===== src/rtl/tms34020_mem_pkg.sv =====
// Shared types and helpers for the TMS34020 byte-enable dual-port RAM.
// Holds the clear-sequencer state encoding and the per-byte merge used by
// both the array write path and the same-address forwarding path.
package tms34020_mem_pkg;

  typedef enum logic {
    IDLE  = 1'b0,
    CLEAR = 1'b1
  } clr_state_t;

  // Select the new byte when its enable is set, otherwise keep the old byte.
  function automatic logic [7:0] be_merge(input logic [7:0] old_b,
                                          input logic [7:0] new_b,
                                          input logic       be);
    return be ? new_b : old_b;
  endfunction

endpackage


===== src/rtl/tms34020_clr_seq.sv =====
// Clear sequencer: walks every address once, issuing an all-zero write per
// cycle. Starts after reset when INIT_CLR is set, or on a CLR pulse in IDLE.
import tms34020_mem_pkg::*;

module tms34020_clr_seq #(
  parameter int AW       = 7,
  parameter int INIT_CLR = 1
) (
  input  logic          clk_i,
  input  logic          rst_ni,
  input  logic          clr_i,
  output logic          busy_o,
  output logic [AW-1:0] clr_addr_o,
  output logic          clr_we_o
);

  localparam clr_state_t    RST_STATE = (INIT_CLR != 0) ? CLEAR : IDLE;
  localparam logic [AW-1:0] LAST_ADDR = '1;

  clr_state_t    state_q, state_d;
  logic [AW-1:0] cnt_q, cnt_d;

  // State and address counter registers; reset aborts any running clear.
  always_ff @(posedge clk_i or negedge rst_ni) begin
    if (!rst_ni) begin
      state_q <= RST_STATE;
      cnt_q   <= '0;
    end else begin
      state_q <= state_d;
      cnt_q   <= cnt_d;
    end
  end

  // Next-state logic: CLR only matters in IDLE; CLEAR ends after the top address.
  always_comb begin
    state_d = state_q;
    cnt_d   = cnt_q;
    case (state_q)
      IDLE: begin
        if (clr_i) begin
          state_d = CLEAR;
          cnt_d   = '0;
        end
      end
      CLEAR: begin
        cnt_d = cnt_q + 1'b1;
        if (cnt_q == LAST_ADDR) begin
          state_d = IDLE;
        end
      end
      default: begin
        state_d = IDLE;
        cnt_d   = '0;
      end
    endcase
  end

  assign busy_o     = (state_q == CLEAR);
  assign clr_we_o   = (state_q == CLEAR);
  assign clr_addr_o = cnt_q;

endmodule


===== src/rtl/tms34020_dpram_be.sv =====
// Simple dual-port RAM with per-byte write enables, optional registered
// read port and a built-in zero-fill sequencer.
// Optional feature macro: TMS34020_DPRAM_FWD_EN (same-address read-during-write
// forwarding of the merged write data).
import tms34020_mem_pkg::*;

module tms34020_dpram_be #(
  parameter int DW       = 32,
  parameter int AW       = 7,
  parameter int OREG     = 0,
  parameter int INIT_CLR = 1
) (
  input  logic            CLK,
  input  logic            RST_N,
  input  logic            CLR,
  output logic            BUSY,
  input  logic [AW-1:0]   WADDR,
  input  logic [DW-1:0]   DATA,
  input  logic            WREN,
  input  logic [DW/8-1:0] BE,
  input  logic [AW-1:0]   RADDR,
  input  logic            RDEN,
  output logic [DW-1:0]   Q
);

  localparam int NB    = DW / 8;
  localparam int DEPTH = 2 ** AW;

  logic [DW-1:0] mem [DEPTH];

  logic          busy;
  logic [AW-1:0] clr_addr;
  logic          clr_we;

  tms34020_clr_seq #(
    .AW       (AW),
    .INIT_CLR (INIT_CLR)
  ) u_clr_seq (
    .clk_i      (CLK),
    .rst_ni     (RST_N),
    .clr_i      (CLR),
    .busy_o     (busy),
    .clr_addr_o (clr_addr),
    .clr_we_o   (clr_we)
  );

  assign BUSY = busy;

  logic [AW-1:0] wr_addr;
  logic [DW-1:0] wr_data;
  logic [NB-1:0] wr_be;
  logic [DW-1:0] wr_old;
  logic [DW-1:0] wr_word;

  // Write-port mux: the sequencer owns the port while busy, user writes are dropped.
  always_comb begin
    wr_addr = WADDR;
    wr_data = DATA;
    wr_be   = '0;
    if (clr_we) begin
      wr_addr = clr_addr;
      wr_data = '0;
      wr_be   = '1;
    end else if (WREN) begin
      wr_be   = BE;
    end
  end

  assign wr_old = mem[wr_addr];

  for (genvar b = 0; b < NB; b++) begin : g_wr_merge
    assign wr_word[8*b +: 8] = be_merge(wr_old[8*b +: 8], wr_data[8*b +: 8], wr_be[b]);
  end

  // Array write; untouched bytes are carried through by the merge.
  always_ff @(posedge CLK) begin
    if (|wr_be) begin
      mem[wr_addr] <= wr_word;
    end
  end

  logic [DW-1:0] rd_old;
  logic [DW-1:0] rd_word;

  assign rd_old = mem[RADDR];

`ifdef TMS34020_DPRAM_FWD_EN
  logic [DW-1:0] fwd_word;
  logic          fwd_hit;

  for (genvar b = 0; b < NB; b++) begin : g_fwd_merge
    assign fwd_word[8*b +: 8] = be_merge(rd_old[8*b +: 8], DATA[8*b +: 8], BE[b]);
  end

  assign fwd_hit = WREN && !busy && (WADDR == RADDR);
  assign rd_word = fwd_hit ? fwd_word : rd_old;
`else
  assign rd_word = rd_old;
`endif

  if (OREG != 0) begin : g_oreg
    logic [DW-1:0] q_q, q_d;

    // Output register load: zero while clearing, new data on RDEN, else hold.
    always_comb begin
      q_d = q_q;
      if (busy) begin
        q_d = '0;
      end else if (RDEN) begin
        q_d = rd_word;
      end
    end

    // Registered read data, reset to zero.
    always_ff @(posedge CLK or negedge RST_N) begin
      if (!RST_N) begin
        q_q <= '0;
      end else begin
        q_q <= q_d;
      end
    end

    assign Q = busy ? '0 : q_q;
  end else begin : g_comb
    logic unused_rden;
    assign unused_rden = RDEN;
    assign Q = busy ? '0 : rd_word;
  end

endmodule


===== config.mk =====
export PLATFORM = sky130hd
export DESIGN_NAME = tms34020_dpram_be
export DESIGN_NICKNAME = d
export VERILOG_FILES = /design/src/rtl/tms34020_mem_pkg.sv /design/src/rtl/tms34020_clr_seq.sv /design/src/rtl/tms34020_dpram_be.sv
export SDC_FILE = /design/constraint.sdc
export NUM_CORES = 2
export LEC_CHECK = 0
export CAP_MARGIN = 10
export CORE_UTILIZATION = 25
export CTS_BUF_LIST = sky130_fd_sc_hd__clkbuf_2
export DETAILED_ROUTE_END_ITERATION = 16
export GPL_TIMING_DRIVEN = 0
export SYNTH_ARGS = -nofsm -noshare
export SYNTH_HDL_FRONTEND = slang
export SYNTH_SLANG_ARGS = --single-unit

===== constraint.sdc =====
create_clock -name CLK -period 12.2 [get_ports CLK]
set_input_delay 3.66 -clock CLK [delete_from_list [all_inputs] [get_ports CLK]]
set_output_delay 3.66 -clock CLK [all_outputs]
set_load 0.1 [all_outputs]

Yosys cells after proc, flatten, opt, wreduce, memory -nomap -nowiden
Memory sizes are Yosys's and may differ from the RTL's.
Index checks and enable logic that the tools add are counted.
- register bits: 8
- memory bits (writable): 4096
- output and inout bits: 33
- memories kept: 1
- memories (name ; words ; width ; read ports ; clocked after Yosys merged registers in ; write ports ; line ; text):
    mem ; 128 ; 32 ; 1 ; 0 ; 1 ; tms34020_dpram_be.sv:29 ; logic [DW-1:0] mem [DEPTH];
- $add $sub $neg: 1
- eq/ne operators: 6
- mux-type cells: 16
- bitwise gates (word level): 1
- reduce and logical (&&, ||, !) cells: 5
- operator list (cell ; number):
    $mux 32 ; 2
    $mux 8 ; 4
    $mux 7 ; 2
    $pmux 7 s2 ; 1
    $mux 4 ; 2
    $reduce_and 2->1 ; 4
    $add 7x1->7 const B ; 1
    $eq 7x7->1 const B ; 1
    $mux 1 ; 4
    $ne 1x1->1 const B ; 4
    $reduce_or 4->1 ; 1
    $ne 2x2->1 const B ; 1
    $pmux 1 s2 ; 1
    $not 1->1 ; 1

Longest topological paths before layout
- word-level depth: 6
- mapped depth: 12

Modules after synthesis
From an unflattened synthesis, not the netlist that was laid out.
- cells, all modules: 7548
- area total of the unflattened synthesis: 158891.1 sq um
- by module, submodules not included (module ; instances ; cells an instance ; area an instance (sq um) ; seq. area each (sq um)):
    tms34020_dpram_be ; 1 ; 7512 ; 158503.3 ; 122998.0
    tms34020_clr_seq ; 1 ; 36 ; 387.9 ; 201.4

Least setup slack after synthesis
Ideal clock, no wire load.
- path kind: input -> output
- start point: in RADDR[1]
- end point: out Q[0]
- arrival: 6.766 ns
- data required time: 8.540 ns
- path slack: 1.774 ns
- stages: 9
- path through: buf_2 buf_4 buf_4 buf_2 clkbuf_1 mux4_2 a22oi_1 and3_1 a41oi_1
- longest elaborated chain between the ends: 2
- ends and longest elaborated chain (what ; line ; text):
    start: declaration ; tms34020_dpram_be.sv:21 ; input logic [AW-1:0] RADDR,
    $mem_v2 128x32 ; -- ;
    $mux 32 ; tms34020_dpram_be.sv:127 ; assign Q = busy ? '0 : rd_word;
    end: declaration ; tms34020_dpram_be.sv:23 ; output logic [DW-1:0] Q
Every way passes these cells.

Final worst setup path
- start point: in RADDR[5]
- end point: out Q[8]
The elaborated chain is that of the path after synthesis.

==> results.md <==
* Status: finished with violations
* Failing checks: negative setup slack
* Hpwl dp at about 370000 um
* Largest cells by area after synthesis: edfxtp_1 (77%), mux4_2 (13%), mux2i_1 (1.9%), nor2_1 (1.2%), a22oi_1 (1.1%)
* Die H at about 800 um
* Routed WL per cell at ~29 um
* Element type at the critical path start: input pin
* CTS tree: done
* Die width at 799 um
* I/O pins at just under 90
* Total track usage at 0.158
* Clock slew at reported path FFs at around 0.11 ns
* Post-route ant nets at 0
* Net Sw Frac at 0.290
* Die area at between 600000 and 700000 um2
* Number of setup buffers added after CTS at 0
* Most common cell in the synthesized netlist: edfxtp_1
* Vias in the first global route at about 87000
* Clk sinks at 4104
* Critical path class: in2out
* RSZ-0062 raised after global routing: yes
* Finished Layout Cells at between 15000 and 20000
* Post-route DRC at 0
* Area growth syn-to-layout at 15.1%
* First-pass GRT wire length at just under 700000 um
* Root buffer cell: clkbuf_2
* R2R setup slack at 6.66 ns
* CTS Buf Count at ~1100
* Hold Vio Cnt, Final at 0
* Hold Crit Class: reg2reg
* Placed inst area at roughly 170000 um2
* Flop pwr share at 0.562
* Via density at ~4.9
* Crit path DAT at roughly 8.8 ns
* Gr ovfl total at 0
* Async SR Flop Fraction at 0.00195
* Cell depth of the worst flop-to-flop path at 6
* Leakage dissipation at 58.9 nW
* Period utilization at 1.02
* Row count at about 300
* Syn nets at about 7600
* Largest net degree at the start of global routing at 43
* Slew Viols, Final at 0
* Hold path start: u_clr_seq.clr_addr_o[6]
* Final Core Density at 0.289
* Final Skew at ~0.19 ns
* Hold Crit Depth at 1
* Cell area after synthesis at between 150000 and 200000 um2
* Netlist cell types at 53
* Cell taking the most area after synthesis: edfxtp_1
* # hold bufs at CTS at 0
* CTS Buffer Depth at 5
* DRT Pass-1 Iters at 8
* Max Freq at approximately 0.08 GHz
* Ys flop type: edfxtp_1
* Psw at just over 0.008 W
* Top cells by count, synth: edfxtp_1 (4096), mux4_2 (890), nor2_1 (526)
* Inst Count DP at about 16000
* PwrDens at 156 nW/um2
* Share of cells above drive strength 1 at 0.315
* Slowest cell on crit path: nor4b_4
* H-tree Lvls at 7
* Initial antenna violation count at 65
* Yosys synthesis warning count at 0
* Mapped Cells at around 7600
* Fin nets at 8961
* Tightest Pin Transition at ~1.4 ns
* Initial Utilization at 0.251
* Comb pwr share at 0.121
* Port Buffer Count at 83
* Min Tclk post-route at 12.44 ns
* Final WL at 516000 um
* Final setup vio count at 21
* CP cell instances: clkdlybuf4s50_1 > and3b_2 > clkbuf_2 > clkbuf_2 > buf_2 > a31oi_1 > nand4_1 > nor4b_4 > a41oi_1 > buf_2
* Vias at 87700
* Setup WS pre-CTS at -1.85 ns
* DRT iter0 DRCs at 12800
* Design Area, Final at 183000 um2
* Worst reg2reg endpoint: mem[92][22]
* Worst Setup End Kind: output port
* Hold_ws at between 0.5 and 0.6 ns
* VDD IR max at about 0.00010 V
* Launching point of the worst reg2reg path: u_clr_seq.busy_o
* Setup ws final at -0.242 ns
* Clk pwr share at 0.317
* Crit path max fanout at 10
* Top-area cell type share of the netlist area at 0.774
* Max Cap Viol at 0
* Slew HR at 0.0734
* Seq cells post-synth at between 4000 and 5000
* Final GP Congestion at just over 0.9
* Worst Hold Endpoint: u_clr_seq.busy_o
* Max incr delay on CP at a little over 0.8 ns
* Core area at 633000 um2
* WP data required at 8.54 ns
* EDFF count, synth at between 4000 and 5000
* Clock latency at the later pin of the worst-skew pair at between 2 and 2.5 ns
* Sequential share of the synthesized area at 0.775
* Avg Inst Size Synth at 21.0 um2
* Internal power at just over 0.02 W
how the worst max path moves through the flow:
stage | from | end | slack (ns) | cells after the start
after floorplan | RADDR[1] | Q[0] | 1.77 | 9
after global placement | RADDR[4] | Q[14] | -2.71 | 10
after detailed placement | RADDR[2] | Q[6] | -1.85 | 11
after CTS | RADDR[5] | Q[15] | -0.01 | 11
after global routing | RADDR[5] | Q[8] | -0.08 | 10
final | RADDR[5] | Q[8] | -0.24 | 10
power by group through the flow:
stage | clock network (W) | logic [W] | registers, W
2_1_floorplan | 0 | 0.00144 | 0.0164
3_3_place_gp | 0 | 0.00314 | 0.0164
3_5_place_dp | 0 | 0.00333 | 0.0164
4_1_cts | 0.00913 | 0.00335 | 0.0161
5_1_grt | 0.00984 | 0.00345 | 0.0161
6_report | 0.00905 | 0.00346 | 0.0161
critical path, delay by kind of cell:
kind	cells	cell delay [ns]
AND/OR/NAND/NOR	3	2.02
buffers and inverters	5	2.09
AO/OA/AOI/OAI	2	0.97
state kept, by name (all words and copies together) (netlist names):
register              flops
u_clr_seq.clr_addr_o      7
mem                    4096
u_clr_seq.busy_o          1
through the flow:
step           total power (W)  setup TNS, ns
2_1_floorplan           0.0178              0
3_3_place_gp            0.0196       -6656.89
4_1_cts                 0.0286        -0.0142
6_report                0.0286          -1.95
3_5_place_dp            0.0197         -44.34
5_1_grt                 0.0294         -0.120
layout make-up:
class	instances	area, um2
Timing Repair Buffer	252	3890
Sequential cell	4104	123000
Clock inverter	197	1160
Inverter	6	22.5
Tap cell	8379	10500
Multi-Input combinational cell	2942	34000
Buffer	498	2530
Clock buffer	1482	7420
Antenna cell	42	105
Fill cell	62500	450000
cell families after synthesis:
family          Yosys count  synth area share
compound gates          696            0.0318
xor+xnor                  1         0.0000551
buf+inv                 506            0.0156
mux                    1194             0.146
fa+ha+maj                 1         0.0000787
flops                  4104             0.775
simple gates           1050            0.0315
routing by layer:
metal / up-vias / wire length [um] / global-route usage
met5: - / 90 / 0
met4: 14 / 25600 / 0.0841
met3: 1015 / 62700 / 0.0506
met2: 5826 / 231000 / 0.236
met1: 46000 / 196000 / 0.203
li1: 34900 / - / -
placed cells by master, fill, tap and decap left out, drive strengths merged, types with 35 or more instances in the layout:
master	instances
buf	393
nor2b	102
nor2	526
clkdlybuf4s50	49
a31oi	128
mux4	892
edfxtp	4096
diode	42
o21ai	69
mux2i	301
a211oi	124
nand2	114
clkinv	155
nand3	40
nand4	35
a22oi	223
and3	162
clkbuf	1763
repair_timing:
item | 4_1_cts | 5_1_grt
hold endpoints to repair | 0 | 0
pin swaps | 12 | 9
resized for setup | 187 | 22
setup endpoints to repair | 32 | 23
(Power assumes the default switching activity.)
